**config.mk**
```make
export PLATFORM = sky130hd
export DESIGN_NAME = bcd_serial_adder_flat
export DESIGN_NICKNAME = d
export VERILOG_FILES = /design/src/rtl/bcd_serial_if.sv /design/src/rtl/bcd_serial_adder.sv /design/src/flat_wrapper.sv
export SDC_FILE = /design/constraint.sdc
export NUM_CORES = 1
export LEC_CHECK = 0
export ABC_AREA = 1
export BUFFER_PORTS_ARGS = -buffer_cell sky130_fd_sc_hd__buf_2
export CAP_MARGIN = 15
export CORE_MARGIN = 3
export CORE_UTILIZATION = 49
export CTS_CLUSTER_SIZE = 20
export DETAILED_ROUTE_END_ITERATION = 8
export PLACE_DENSITY = 0.8
export SETUP_SLACK_MARGIN = 0.1
export SYNTH_ARGS = -nofsm -noshare
export SYNTH_HDL_FRONTEND = slang
export SYNTH_SLANG_ARGS = --single-unit
```
**constraint.sdc**
```tcl
create_clock -name clk -period 3 [get_ports clk]
set_input_delay 0.45 -clock clk [delete_from_list [all_inputs] [get_ports clk]]
set_output_delay 0.45 -clock clk [all_outputs]
set_load 0.01 [all_outputs]
```
**src/rtl/bcd_serial_if.sv**
```systemverilog
// Request/result bundle for the digit-serial BCD adder.
// The master drives the request; the slave returns the registered result.
interface bcd_serial_if #(
    parameter int DIGITS = 4
);
    logic                  start;
    logic [4*DIGITS-1:0]   a;
    logic [4*DIGITS-1:0]   b;
    logic                  cin;
    logic                  busy;
    logic                  done;
    logic [4*DIGITS-1:0]   sum;
    logic                  cout;
    logic                  invalid;

    modport master (
        output start, a, b, cin,
        input  busy, done, sum, cout, invalid
    );

    modport slave (
        input  start, a, b, cin,
        output busy, done, sum, cout, invalid
    );
endinterface

```
**src/rtl/bcd_serial_adder.sv**
```systemverilog
// Digit-serial packed BCD adder: one digit per clock, least-significant digit first.
// Optional operand digit checking is enabled by defining BCD_SERIAL_CHECK_EN.
module bcd_serial_adder #(
    parameter int DIGITS = 4
) (
    input  logic           clk,
    input  logic           rst_n,
    bcd_serial_if.slave    bus
);
    localparam int W  = 4 * DIGITS;
    localparam int IW = $clog2(DIGITS);
    localparam logic [IW-1:0] LAST_IDX = IW'(DIGITS - 1);

    typedef enum logic [1:0] {
        IDLE = 2'd0,
        ADD  = 2'd1,
        DONE = 2'd2
    } state_t;

    state_t          state_r;
    state_t          state_s;
    logic [W-1:0]    a_r;
    logic [W-1:0]    b_r;
    logic [W-1:0]    sum_r;
    logic [IW-1:0]   idx_r;
    logic            carry_r;
    logic            cout_r;
    logic            busy_r;
    logic            done_r;
    logic [3:0]      digit_a_s;
    logic [3:0]      digit_b_s;
    logic [3:0]      digit_sum_s;
    logic            carry_s;

    // Single-digit BCD add with +6 correction; returns {carry, digit}.
    function automatic logic [4:0] bcd_digit_add(input logic [3:0] x,
                                                 input logic [3:0] y,
                                                 input logic       c);
        logic [4:0] s;
        logic [4:0] t;
        logic [4:0] r;
        s = {1'b0, x} + {1'b0, y} + {4'b0000, c};
        t = s + 5'd6;
        if (s > 5'd9) begin
            r = {1'b1, t[3:0]};
        end else begin
            r = {1'b0, s[3:0]};
        end
        return r;
    endfunction

    // Current-digit datapath from the latched operands.
    always_comb begin
        digit_a_s = a_r[{idx_r, 2'b00} +: 4];
        digit_b_s = b_r[{idx_r, 2'b00} +: 4];
        {carry_s, digit_sum_s} = bcd_digit_add(digit_a_s, digit_b_s, carry_r);
    end

    // Next-state logic.
    always_comb begin
        state_s = state_r;
        case (state_r)
            IDLE: begin
                if (bus.start) begin
                    state_s = ADD;
                end else begin
                    state_s = IDLE;
                end
            end
            ADD: begin
                if (idx_r == LAST_IDX) begin
                    state_s = DONE;
                end else begin
                    state_s = ADD;
                end
            end
            DONE:    state_s = IDLE;
            default: state_s = IDLE;
        endcase
    end

    // State, operand latches and digit-by-digit result registers.
    always_ff @(posedge clk) begin
        if (!rst_n) begin
            state_r <= IDLE;
            a_r     <= {W{1'b0}};
            b_r     <= {W{1'b0}};
            sum_r   <= {W{1'b0}};
            idx_r   <= {IW{1'b0}};
            carry_r <= 1'b0;
            cout_r  <= 1'b0;
            busy_r  <= 1'b0;
            done_r  <= 1'b0;
        end else begin
            state_r <= state_s;
            busy_r  <= (state_s != IDLE);
            done_r  <= (state_s == DONE);
            case (state_r)
                IDLE: begin
                    if (bus.start) begin
                        a_r     <= bus.a;
                        b_r     <= bus.b;
                        carry_r <= bus.cin;
                        idx_r   <= {IW{1'b0}};
                    end
                end
                ADD: begin
                    sum_r[{idx_r, 2'b00} +: 4] <= digit_sum_s;
                    carry_r <= carry_s;
                    idx_r   <= idx_r + IW'(1);
                    if (idx_r == LAST_IDX) begin
                        cout_r <= carry_s;
                    end
                end
                default: begin
                end
            endcase
        end
    end

    assign bus.busy = busy_r;
    assign bus.done = done_r;
    assign bus.sum  = sum_r;
    assign bus.cout = cout_r;

`ifdef BCD_SERIAL_CHECK_EN
    logic invalid_r;

    // Sticky non-BCD operand digit flag, cleared by an accepted start.
    always_ff @(posedge clk) begin
        if (!rst_n) begin
            invalid_r <= 1'b0;
        end else if ((state_r == IDLE) && bus.start) begin
            invalid_r <= 1'b0;
        end else if ((state_r == ADD) && ((digit_a_s > 4'd9) || (digit_b_s > 4'd9))) begin
            invalid_r <= 1'b1;
        end
    end

    assign bus.invalid = invalid_r;
`else
    assign bus.invalid = 1'b0;
`endif
endmodule

```
**src/flat_wrapper.sv**
```systemverilog
// flat-port wrapper written by rule: the top's interface ports become plain ports
module bcd_serial_adder_flat 
#(
    parameter int DIGITS = 4
)
  (clk, rst_n, bus_start, bus_a, bus_b, bus_cin, bus_busy, bus_done, bus_sum, bus_cout, bus_invalid);
  bcd_serial_if #(.DIGITS(DIGITS)) bus_i ();
  input  logic clk;
  input  logic rst_n;
  input wire logic [$bits(bus_i.start)-1:0] bus_start;
  input wire logic [$bits(bus_i.a)-1:0] bus_a;
  input wire logic [$bits(bus_i.b)-1:0] bus_b;
  input wire logic [$bits(bus_i.cin)-1:0] bus_cin;
  output wire logic [$bits(bus_i.busy)-1:0] bus_busy;
  output wire logic [$bits(bus_i.done)-1:0] bus_done;
  output wire logic [$bits(bus_i.sum)-1:0] bus_sum;
  output wire logic [$bits(bus_i.cout)-1:0] bus_cout;
  output wire logic [$bits(bus_i.invalid)-1:0] bus_invalid;
  assign bus_i.start = bus_start;
  assign bus_i.a = bus_a;
  assign bus_i.b = bus_b;
  assign bus_i.cin = bus_cin;
  assign bus_busy = bus_i.busy;
  assign bus_done = bus_i.done;
  assign bus_sum = bus_i.sum;
  assign bus_cout = bus_i.cout;
  assign bus_invalid = bus_i.invalid;
  bcd_serial_adder #(.DIGITS(DIGITS)) u_core (.clk(clk), .rst_n(rst_n), .bus(bus_i));
endmodule
```
== Word level (Yosys, flattened, before mapping) ==
Index checks and enable logic that the tools add are counted.
Widths: inputs -> output; s select.

* Logic and storage cells: 38
* Flip-flop bits (word level): 56

* Magnitude comparators: 1
* $add $sub $neg: 5
* Reduce and logical (&&, ||, !) cells: 6
* Equal/unequal tests: 4
* Mux-type cells: 9
* Shift operators: 4

{| class="wikitable"
|+ Operators by type and width
! cell !! count
|-
| $shiftx 16x5->4 || 2
|-
| $bwmux 16 || 1
|-
| $shift 4x6->16 const A || 1
|-
| $shiftx 4x6->16 || 1
|-
| $pmux 2 s2 || 2
|-
| $neg 4->6 || 1
|-
| $reduce_and 2->1 || 3
|-
| $add 4x4->5 || 1
|-
| $add 5x1->5 || 1
|-
| $gt 5x4->1 const B || 1
|-
| $mux 5 || 1
|-
| $add 4x3->4 const B || 1
|-
| $eq 2x2->1 const B || 2
|-
| $mux 2 || 2
|-
| $reduce_bool 2->1 || 2
|-
| $add 2x1->2 const B || 1
|-
| $eq 2x1->1 const B || 1
|-
| $logic_not 2->1 || 1
|-
| $mux 1 || 2
|-
| $ne 2x2->1 const B || 1
|-
| $pmux 1 s2 || 1
|}

== Longest topological paths before layout ==
* Word-level depth: 7
* Depth in mapped cells: 20
* Depth with buffers taken out: 19

== Worst setup path after synthesis ==
No wires, ideal clock.

* Path kind: reg-to-reg
* From: register u_core.idx_r[0]
* To: register u_core.sum_r[7] (netlist: u_core.bus.sum[7])
* Period minus slack after synthesis: 2.986 ns
* Buffers on the path: 1
* Data arrival time: 2.858 ns
* Cell stages (with the launch flop): 19
* Path slack: 0.014 ns
* Path through: dfxtp_1 -> inv_1 -> clkbuf_1 -> nor2_1 -> o22ai_1 -> fa_1 -> fa_1 -> inv_1 -> ha_1 -> inv_1 -> nor2_1 -> a21oi_4 -> nand2_4 -> nand2_8 -> nand2_4 -> nand4_2 -> nor2_1 -> nor2_1 -> nor2_1

* Cells in the longest elaborated chain, start to end: 7
* Elaborated cells on any way between the ends: 11
* Classes of those cells: add/sub (4); order compare (1); shift (4); mux (2)

{| class="wikitable"
|+ Ends and longest elaborated chain
! what !! line !! text
|-
| start: declaration || bcd_serial_adder.sv:25 || <nowiki>logic [IW-1:0] idx_r;</nowiki>
|-
| start signal: assignment || bcd_serial_adder.sv:89 || <nowiki>idx_r <= {IW{1'b0}};</nowiki>
|-
| start signal: assignment || bcd_serial_adder.sv:104 || <nowiki>idx_r <= {IW{1'b0}};</nowiki>
|-
| start signal: assignment || bcd_serial_adder.sv:110 || <nowiki>idx_r <= idx_r + IW'(1);</nowiki>
|-
| $shiftx 16x5->4 (on tied branches) || bcd_serial_adder.sv:54, bcd_serial_adder.sv:55 ||
|-
| $add 4x4->5 || bcd_serial_adder.sv:42 || <nowiki>s = {1'b0, x} + {1'b0, y} + {4'b0000, c};</nowiki>
|-
| $add 5x1->5 || bcd_serial_adder.sv:42 ||
|-
| $add 4x3->4 or $gt 5x4->1 (tied branches) || bcd_serial_adder.sv:43, bcd_serial_adder.sv:44 ||
|-
| $mux 5 || bcd_serial_adder.sv:44 || <nowiki>if (s > 5'd9) begin</nowiki>
|-
| $shiftx 4x6->16 || bcd_serial_adder.sv:108 || <nowiki>sum_r[{idx_r, 2'b00} +: 4] <= digit_sum_s;</nowiki>
|-
| $bwmux 16 * || bcd_serial_adder.sv:108 ||
|-
| end signal: assignment || bcd_serial_adder.sv:88 || <nowiki>sum_r <= {W{1'b0}};</nowiki>
|-
| end signal: indexed assignment || bcd_serial_adder.sv:108 ||
|-
| end: declaration || bcd_serial_adder.sv:24 || <nowiki>logic [W-1:0] sum_r;</nowiki>
|}

Every way passes the cells marked *; elsewhere a longest branch is shown, timed or not.
A chain may end at the register's enable or synchronous reset.

== Worst setup path after layout ==
* From: register u_core.idx_r[0]
* To: register u_core.sum_r[5] (netlist: u_core.bus.sum[5])

The elaborated chain is that of the path after synthesis.

==> metrics.txt <==
# TYPE chip_impl_metric gauge
chip_impl_metric{name="period_minus_slack",unit="ns"} 2.82
chip_impl_metric{name="grt_pass1_vias",unit=""} 2165
chip_impl_metric{name="die_h",unit="um"} 79.2
chip_impl_info{name="timing.critical_path.to_type",value="flip-flop"} 1
chip_impl_metric{name="max-clock-path-buffers",unit=""} 2
chip_impl_metric{name="core_region_area",unit="um2"} 5140
chip_impl_info{name="outcome",value="finished clean"} 1
chip_impl_metric{name="detailedPlace.worstSlack",unit="ns"} 0.0325
chip_impl_metric{name="final_layout_size_suffix_gt1_share",unit="%"} 26.5
chip_impl_metric{name="final_report_hold_violation_count",unit=""} 0
chip_impl_metric{name="post-dp-hpwl",unit="um"} 4250
chip_impl_metric{name="final_nets",unit=""} 454
chip_impl_metric{name="synth-warning-count",unit=""} 0
chip_impl_metric{name="htree_levels",unit=""} 2
chip_impl_metric{name="worst_pin_slew",unit="ns"} 0.635
chip_impl_metric{name="antennaDiodeCount",unit=""} 0
chip_impl_metric{name="dpl.cell_count",unit=""} 466
chip_impl_metric{name="worstPathArrival",unit="ns"} 3.07
chip_impl_metric{name="viasPerCell",unit=""} 5.12
chip_impl_metric{name="post_dp_cell_area",unit="um2"} 2960
chip_impl_metric{name="area_growth_syn_to_layout",unit="%"} 21.4
chip_impl_metric{name="finalSetupViolations",unit=""} 0
chip_impl_metric{name="mappedNetlistNets",unit=""} 400
chip_impl_info{name="tritoncts",value="yes"} 1
chip_impl_metric{name="ir_worst_vdd",unit="mV"} 0.294
chip_impl_metric{name="track_usage",unit="%"} 19.0
chip_impl_metric{name="clock.fmax",unit="MHz"} 355
chip_impl_metric{name="clock_skew",unit="ns"} 0.0105
chip_impl_metric{name="synth_sequential_area_ratio",unit="%"} 42.7
chip_impl_metric{name="drt_iter0_drc",unit=""} 104
chip_impl_info{name="path_cells",value="inv_6 -> o21ai_4 -> o22ai_4 -> fa_2 -> fa_2 -> inv_2 -> ha_4 -> inv_4 -> nor2_4 -> a21oi_4 -> nand2_4 -> nand2_8 -> nand2_2 -> nand2_4 -> nand4_1 -> a21oi_1"} 1
chip_impl_metric{name="syn_avg_cell_area",unit="um2"} 7.44
chip_impl_metric{name="cts.sink_count",unit=""} 56
chip_impl_metric{name="worst-path-buf-inv",unit=""} 3
chip_impl_metric{name="route.detailed.drc",unit=""} 0
chip_impl_metric{name="syn_inst",unit=""} 353
chip_impl_metric{name="finalCritPeriodShare",unit="%"} 94.0
chip_impl_metric{name="largest_net_degree_at_the_start_of_global_routing",unit=""} 36
chip_impl_metric{name="design_area",unit="um2"} 3190
chip_impl_info{name="path_class",value="flip-flop to flip-flop"} 1
chip_impl_metric{name="grt_pass1_wl",unit="um"} 9600
chip_impl_metric{name="worst_setup_slack_after_layout",unit="ns"} 0.180
chip_impl_metric{name="instances_no_fill",unit=""} 478
chip_impl_metric{name="number_of_unique_standard_cell_types_used_by_synthesis",unit=""} 31
chip_impl_metric{name="post_synth_instance_area",unit="um2"} 2630
chip_impl_info{name="cpMaxStageDelayCell",value="sky130_fd_sc_hd__fa_2"} 1
chip_impl_metric{name="firstDrtPassIters",unit=""} 4
chip_impl_metric{name="clock_pin_slew_on_the_worst_setup_and_hold_paths",unit="ns"} 0.11
chip_impl_metric{name="leakagePower",unit="uW"} 0.00142
chip_impl_metric{name="cap_violations",unit=""} 0
chip_impl_metric{name="critPathMaxFanout",unit=""} 8
chip_impl_info{name="timing.hold.worst.class",value="primary input to flip-flop"} 1
chip_impl_metric{name="route.final.wire_length",unit="um"} 5700
chip_impl_metric{name="placementRows",unit=""} 26
chip_impl_metric{name="timing.setup.tns",unit="ns"} 0
chip_impl_info{name="cp-start-kind",value="flip-flop"} 1
chip_impl_metric{name="critical_path_required",unit="ns"} 3.25
chip_impl_metric{name="chipWidth",unit="um"} 79.2
chip_impl_metric{name="dieArea",unit="um2"} 6270
chip_impl_metric{name="cts-buffers-inserted",unit=""} 5
chip_impl_metric{name="final_antenna_net_count",unit=""} 0
chip_impl_info{name="root_buffer",value="sky130_fd_sc_hd__clkbuf_8"} 1
chip_impl_metric{name="antenna_found_initial",unit=""} 0
chip_impl_metric{name="worst_slew_margin_rel",unit="%"} 57.6
chip_impl_metric{name="route.detailed.wl_per_inst",unit="um"} 11.9
chip_impl_info{name="critical-path-top-delay-family",value="adder cells"} 1
chip_impl_metric{name="numPortBuffers",unit=""} 54
chip_impl_metric{name="cpPeakStageDelay",unit="ns"} 0.60
chip_impl_metric{name="synth_seq_cells",unit=""} 56
chip_impl_metric{name="gpl.final_weighted_congestion",unit=""} 0.911
chip_impl_metric{name="drv_slew",unit=""} 0
chip_impl_info{name="unrepaired_setup_endpoints_after_global_routing",value="true"} 1
chip_impl_metric{name="gr-total-overflow",unit=""} 0
chip_impl_metric{name="power.density_cell_area",unit="nW/um2"} 613
chip_impl_metric{name="final.hold.worst_slack",unit="ns"} 0.379
chip_impl_metric{name="clock_latency",unit="ns"} 0.31
chip_impl_metric{name="floorplan.initialDensity",unit="%"} 51.1
chip_impl_metric{name="boundary_pin_count",unit=""} 56
chip_impl_metric{name="via_count",unit=""} 2449
state kept, by name, summed over array words and instances (netlist names):
name,count
u_core.b_r,16
u_core.bus.cout,1
u_core.state_r,2
u_core.carry_r,1
u_core.idx_r,2
u_core.a_r,16
u_core.bus.sum,16
u_core.bus.busy,1
u_core.bus.done,1
worst register-to-register path, cell delays in order (launching register included):
cell and delay [ns]:
sky130_fd_sc_hd__dfxtp_4 0.42, sky130_fd_sc_hd__inv_6 0.06, sky130_fd_sc_hd__o21ai_4 0.16, sky130_fd_sc_hd__o22ai_4 0.09
sky130_fd_sc_hd__fa_2 0.42, sky130_fd_sc_hd__fa_2 0.61, sky130_fd_sc_hd__inv_2 0.06, sky130_fd_sc_hd__ha_4 0.16
sky130_fd_sc_hd__inv_4 0.06, sky130_fd_sc_hd__nor2_4 0.03, sky130_fd_sc_hd__a21oi_4 0.13, sky130_fd_sc_hd__nand2_4 0.09
sky130_fd_sc_hd__nand2_8 0.09, sky130_fd_sc_hd__nand2_2 0.07, sky130_fd_sc_hd__nand2_4 0.07, sky130_fd_sc_hd__nand4_1 0.08
sky130_fd_sc_hd__a21oi_1 0.15
placed cells by master, fill, tap and decap left out, drive strengths merged, types with 8 or more instances in the layout:
master	count
o21ai	48
a21oi	17
o22ai	8
dfxtp	56
nand3	16
inv	20
nor2	99
ha	9
buf	64
nand2	47
synth_stat cells (all sizes together):
| library cell | n | area, um2 |
|---|---|---|
| fa | 2 | 40.0 |
| dfxtp | 56 | 1120 |
| nand3 | 16 | 90.1 |
| nand2 | 47 | 225 |
| o21ai | 48 | 240 |
| a31oi | 1 | 6.26 |
| nand3b | 1 | 7.51 |
| nand4 | 6 | 43.8 |
| o22ai | 8 | 50.1 |
| conb | 1 | 3.75 |
| buf | 6 | 32.5 |
| inv | 19 | 71.3 |
| a21oi | 17 | 108 |
| a211oi | 1 | 7.51 |
| a22oi | 1 | 7.51 |
| nor4 | 1 | 21.3 |
| ha | 9 | 113 |
| nor3 | 1 | 5.00 |
| o21a | 1 | 7.51 |
| clkbuf | 11 | 41.3 |
| clkinv | 1 | 3.75 |
| nor2 | 99 | 379 |
final timing paths:
path / end / slack, ns / depth (start not counted) / startpoint
setup / recovery: u_core.bus.sum[5] / 0.18 / 16 / u_core.idx_r[0]
hold / removal: u_core.b_r[2] / 0.38 / 3 / bus_b[2]
setup reg to reg: u_core.bus.sum[5] / 0.18 / 16 / u_core.idx_r[0]
hold reg to reg: u_core.bus.sum[13] / 0.47 / 2 / u_core.bus.sum[13]
final cells by class:
type	count	area (um2)
fill	504	1950
multi-input combinational	260	1440
sequential	56	1130
timing repair buffer	64	349
tap	70	87.6
inverter	20	82.6
clock buffer	5	68.8
clock inverter	3	26.3
where the power goes:
group          total [uW]  internal [uW]  switching, uW
Clock                 429            170            259
Sequential            825            792           32.6
Combinational         699            270            430
per-stage QoR:
step                      total power (uW)  utilization [%]
after floorplan                       1300                -
after global placement                1400             57.5
after detailed placement              1430             57.5
after CTS                             1850             59.4
after global routing                  2070             62.0
final                                 1950             62.0
kinds of logic after synthesis:
kind of cell	share of synthesized area [%]
other cells	0.143
flops	42.7
buf+inv	5.67
compound gates	16.3
fa+ha+maj	5.82
simple gates	29.4
routing by layer:
layer	up-vias	wire (um)	GRT usage, %
met5	-	0	0
li1	1264	-	-
met2	70	2710	32.5
met1	1106	2600	24.4
met4	0	88	6.36
met3	9	301	2.72
repair_timing:
action	in CTS	in global routing
setup buffers	0	4
hold buffers	0	0
pin swaps	0	9
resized for setup	2	31
endpoints found under the setup margin	11	14
(Power assumes the default switching activity.)
